===== config.mk =====
export PLATFORM = sky130hd
export DESIGN_NAME = four_bit_adder
export DESIGN_NICKNAME = d
export VERILOG_FILES = /design/src/rtl/four_bit_adder_pkg.sv /design/src/rtl/full_adder.sv /design/src/rtl/four_bit_adder.sv
export SDC_FILE = /design/constraint.sdc
export NUM_CORES = 1
export LEC_CHECK = 0
export ABC_AREA = 1
export CAP_MARGIN = 20
export CORE_AREA = 10 10 47 49
export DETAILED_ROUTE_END_ITERATION = 6
export DIE_AREA = 0 0 57 59
export PLACE_DENSITY = 0.58
export SLEW_MARGIN = 20
export SYNTH_ARGS = -nofsm -noshare
export SYNTH_HDL_FRONTEND = slang
export SYNTH_SLANG_ARGS = --single-unit
export TNS_END_PERCENT = 10

===== constraint.sdc =====
create_clock -name clk -period 2.7 [get_ports clk]
set_clock_uncertainty 0.2 [all_clocks]
set_input_delay 0.54 -clock clk [delete_from_list [all_inputs] [get_ports clk]]
set_output_delay 0.54 -clock clk [all_outputs]
set_load 0.02 [all_outputs]

===== src/rtl/four_bit_adder_pkg.sv =====
// Shared constants and result type for the registered ripple-carry adder.
package four_bit_adder_pkg;

  localparam int unsigned ADD_WIDTH_DEFAULT = 4;

  // Carry concatenated above the sum bits: {cout, sum}.
  typedef struct packed {
    logic                         cout;
    logic [ADD_WIDTH_DEFAULT-1:0] sum;
  } add_result_t;

endpackage


===== src/rtl/full_adder.sv =====
// Single-bit combinational full-adder cell used as the ripple stage.
module full_adder (
  input  logic a,
  input  logic b,
  input  logic cin,
  output logic sum,
  output logic cout
);

  logic w_p;

  assign w_p  = a ^ b;
  assign sum  = w_p ^ cin;
  assign cout = (a & b) | (cin & w_p);

endmodule


===== src/rtl/four_bit_adder.sv =====
// Registered WIDTH-bit ripple-carry adder with valid flag.
// Optional signed-overflow output enabled by FOUR_BIT_ADDER_OVF_EN.
module four_bit_adder
  import four_bit_adder_pkg::*;
#(
  parameter int unsigned WIDTH = ADD_WIDTH_DEFAULT
) (
  input  logic             clk,
  input  logic             rst,
  input  logic             in_valid,
  input  logic [WIDTH-1:0] a,
  input  logic [WIDTH-1:0] b,
  input  logic             cin,
  output logic [WIDTH-1:0] sum,
  output logic             cout,
  output logic             out_valid
`ifdef FOUR_BIT_ADDER_OVF_EN
  ,
  output logic             ovf
`endif
);

  localparam int unsigned MSB = WIDTH - 1;

  logic [WIDTH:0]   w_carry;
  logic [WIDTH-1:0] w_sum;

  logic [WIDTH-1:0] r_sum;
  logic             r_cout;
  logic             r_valid;

  // Ripple chain: cell i consumes the carry produced by cell i-1.
  assign w_carry[0] = cin;

  for (genvar gi = 0; gi < WIDTH; gi++) begin : g_cell
    full_adder u_fa (
      .a    (a[gi]),
      .b    (b[gi]),
      .cin  (w_carry[gi]),
      .sum  (w_sum[gi]),
      .cout (w_carry[gi+1])
    );
  end

  always_ff @(posedge clk) begin
    if (rst) begin
      r_sum   <= '0;
      r_cout  <= 1'b0;
      r_valid <= 1'b0;
    end else begin
      r_valid <= in_valid;
      if (in_valid) begin
        r_sum  <= w_sum;
        r_cout <= w_carry[WIDTH];
      end
    end
  end

  assign sum       = r_sum;
  assign cout      = r_cout;
  assign out_valid = r_valid;

`ifdef FOUR_BIT_ADDER_OVF_EN
  logic w_ovf;
  logic r_ovf;

  // Same-sign operands producing an opposite-sign sum is two's-complement overflow.
  assign w_ovf = (a[MSB] == b[MSB]) && (w_sum[MSB] != a[MSB]);

  always_ff @(posedge clk) begin
    if (rst) begin
      r_ovf <= 1'b0;
    end else if (in_valid) begin
      r_ovf <= w_ovf;
    end
  end

  assign ovf = r_ovf;
`endif

endmodule


======== Yosys cells after proc, flatten, opt, wreduce, memory -nomap -nowiden ========
Index checks and enable logic that the tools add are counted.
operators by class
  bitwise operators ....................... 20
operators with widths
  kind         number
  $and 1x1->1  8
  $xor 1x1->1  8
  $or 1x1->1   4
storage, ports and cells
  input port bits ......................... 12
  output and inout bits ................... 6
  register bits after elaboration ......... 6
  word-level logic and storage cells ...... 23

======== Longest topological paths before layout ========
  depth after elaboration ................. 9
  mapped depth ............................ 10
  mapped depth without buffers ............ 10

======== By module ========
Synthesis repeated with hierarchy kept, for this count alone.
second synthesis, totals
  cell total of the unflattened synthesis .. 39
  area total of the unflattened synthesis .. 329.1 µm²
by module, submodules not included
  module          seq. area each (µm²)  area an instance (µm²)  cells each  times used
  four_bit_adder  120.1                 249.0                   35          1
  full_adder      0.0                   20.0                    1           4

======== Least setup slack after synthesis ========
No wires, ideal clock.
  path kind ............................... input to register
  start ................................... input a[0]
  end ..................................... register r_sum[3] (netlist: sum[3])
  setup slack ............................. 0.283 ns
  setup time .............................. 0.064 ns
  required time ........................... 2.436 ns
  arrival ................................. 2.153 ns
  buffers on the path ..................... 0
  stages .................................. 10
  cell sequence ........................... inv_1 > fa_1 > inv_1 > fa_1 > fa_1 > inv_1 > fa_1 > nand2_1 > nand2_1 > nor2_1
on the way
  word-level cells in the longest chain between the ends .. 8
  elaborated cells on any way between the ends .. 9
  those cells by class .................... 9 x bitwise
RTL lines
  item                    line                  source
  start: declaration      four_bit_adder.sv:11  input logic [WIDTH-1:0] a,
  $xor 1x1->1             full_adder.sv:12      assign w_p = a ^ b;
  $and 1x1->1             full_adder.sv:14      assign cout = (a & b) | (cin & w_p);
  $or 1x1->1 *            full_adder.sv:14
  $and 1x1->1 *           full_adder.sv:14
  $or 1x1->1 *            full_adder.sv:14
  $and 1x1->1 *           full_adder.sv:14
  $or 1x1->1 *            full_adder.sv:14
  $xor 1x1->1 *           full_adder.sv:13      assign sum = w_p ^ cin;
  end signal: assignment  four_bit_adder.sv:53  r_sum <= w_sum;
  end: declaration        four_bit_adder.sv:28  logic [WIDTH-1:0] r_sum;
Every way passes the cells marked *; elsewhere a longest branch is shown, timed or not.
A chain may end at the register's enable or synchronous reset.

======== Final worst setup path ========
  start ................................... input a[1]
  end ..................................... register r_sum[3] (netlist: sum[3])
on the way
  word-level cells in the longest chain between the ends .. 6
  elaborated cells on any way between the ends .. 7
  those cells by class .................... 7 x bitwise
RTL lines
  item           line
  $xor 1x1->1    full_adder.sv:12
  $and 1x1->1    full_adder.sv:14
  $or 1x1->1 *   full_adder.sv:14
  $and 1x1->1 *  full_adder.sv:14
  $or 1x1->1 *   full_adder.sv:14
  $xor 1x1->1 *  full_adder.sv:13
Marked as above.

==> metrics.txt <==
Non-Filler Instances=74; Slew Viols, Final=0; pwr dens=about 470 nW/µm²; Avg Cell Area, Syn=around 8.5 µm²; period utilisation layout=0.922; sequential share of power=0.389; Worst Setup End Kind=register; Antenna Cells=0; DR pass1 iterations=1; port buffer count=17; RSZ-0062 raised after global routing=false; Syn Std Cell Area=approximately 330 µm²; fin util=0.390; Leak=roughly 0.27 nW; yosys warns=0; FF-to-FF path depth=2; Setup violations, final=0; Net count, final=between 70 and 80; Vias=between 300 and 400; fmax=about 0.40 GHz; die height=59 µm; first-pass GRT wire length=about 1400 µm; num rows=14; critical path arrival=~2.5 ns; die area=~3400 µm²; Max clock buf depth=2; Core Box Area=1400 µm²; Worst Setup Start Kind=input pin; Slew @ Worst Pin=between 0.3 and 0.4 ns; Crit Path Max Fanout=1; antenna viol nets, final=0; Final Wtd Congestion=a little under 0.7; Placed Area=a little over 500 µm²; final HPWL from detailed placement=707 µm; starting density of the core=0.236; hold buffers post-CTS=0; Synth-to-Final Area Change=65.5%; total track usage=0.0559; total grt overflow=0; Yosys reg bits=6; setup bufs post-CTS=0; combinational share of power=0.302; Hold Path Depth=2; PnR Total Power=between 0.0002 and 0.0003 W; IO Pins=18; clk sink count=6; worst min path class=reg -> reg; antenna violations before repair=0; switching share of power=0.271; sequential cell area fraction in the yosys report=0.364; Post-Place Cells=about 70; Worst Slack Setup Final=roughly 0.21 ns; clk_lat worst skew=roughly 0.24 ns; clk slew on worst S/H paths=~0.040 ns; Via density=4.08; Final Hold Vio Count=0; status=finished clean; WP data required=2.68 ns; CTS tree=built; DRC=0; layout cells sized above 1=0.241; vias in the first global route=365; syn nets=55; Int Pwr=between 0.00015 and 0.0002 W; Worst IR Drop VDD=around 180 µV; Worst slew margin=0.755; root buffer cell=clkbuf_4; Setup CP Type=in -> reg; CTS Buf Count=3; die width=about 57 µm; Clk pwr share=0.309; design area=547 µm²; minimum clock period=2.49 ns; H-Tree Depth=1; dpl ws=-0.252 ns; Initial DRC Count=0; final WL=about 800 µm; Netlist cell types=9; sw power=approximately 0.000070 W; count of mapped cells out of synthesis=39; wire per inst=11.0 µm; largest net degree at the start of global routing=10; maximum capacitance violations=0
timing repair:
item                                    in CTS  in global routing
gates resized for setup                      1                 10
pin swaps                                    0                  6
endpoints found under the setup margin       1                  1
sequential cells by signal, summed over array words and instances, names as in the netlist:
register	flops
out_valid	1
cout	1
sum	4
cells in the final DEF, fill, tap and decap left out, drive strengths merged:
cell,instances
clkinv,1
clkdlybuf4s50,14
fa,4
nor2,10
o21ai,3
nand2,5
dfxtp,6
dlymetal6s2s,3
clkbuf,3
inv,9
metrics by stage:
stage / hold WS [ns] / TNS, ns
4_1_cts: 0.272 / 0
3_5_place_dp: 0.266 / -0.327
3_3_place_gp: 0.260 / -0.236
5_1_grt: 0.299 / 0
2_1_floorplan: 0.344 / 0
6_report: 0.263 / 0
power by group through the flow:
stage	registers, W	clock network (W)	logic [W]
final	0.000100	0.0000798	0.0000780
after global routing	0.000101	0.0000936	0.0000886
after CTS	0.000100	0.0000835	0.0000765
after detailed placement	0.000102	0	0.0000760
after global placement	0.000101	0	0.0000740
after floorplan	0.000111	0	0.0000290
kinds of logic after synthesis:
group / count (synthesis) / synth area share
compound gates: 3 / 0.0454
buf+inv: 11 / 0.163
fa+ha+maj: 4 / 0.242
simple gates: 15 / 0.186
flops: 6 / 0.364
worst paths after layout:
path	startpoint	to	slack, ns
setup / recovery	a[1]	sum[3]	0.21
hold reg to reg	sum[3]	sum[3]	0.26
setup reg to reg	sum[1]	sum[1]	1.90
hold / removal	sum[3]	sum[3]	0.26
cells in the mapped netlist, drive strengths merged:
cell | instances | area (µm²)
nand2 | 5 | 18.8
o21ai | 3 | 15.0
clkinv | 1 | 8.76
buf | 1 | 11.3
inv | 9 | 33.8
fa | 4 | 80.1
dfxtp | 6 | 120
nor2 | 10 | 42.5
per-layer routing:
metal / track usage / wire length, µm / vias to the layer above
li1: - / - / 151
met1: 0.0479 / 255 / 136
met2: 0.0977 / 477 / 13
met3: 0.0236 / 53 / 2
met4: 0.0503 / 27 / 0
met5: 0 / 0 / -
cell type report:
| class | count | area (µm²) |
|---|---|---|
| fill | 154 | 855 |
| timing repair buffer | 17 | 178 |
| multi-input combinational | 22 | 164 |
| sequential | 6 | 120 |
| inverter | 10 | 42.5 |
| clock buffer | 3 | 22.5 |
| tap | 16 | 20.0 |
worst max-delay path, stage by stage:
cell             delay, ns
clkdlybuf4s50_1       0.44
fa_2                  0.41
fa_2                  0.39
inv_2                 0.06
fa_1                  0.41
nand2_1               0.08
nand2_1               0.06
nor2_1                0.09
No activity file was read; power rests on OpenSTA's default activity.
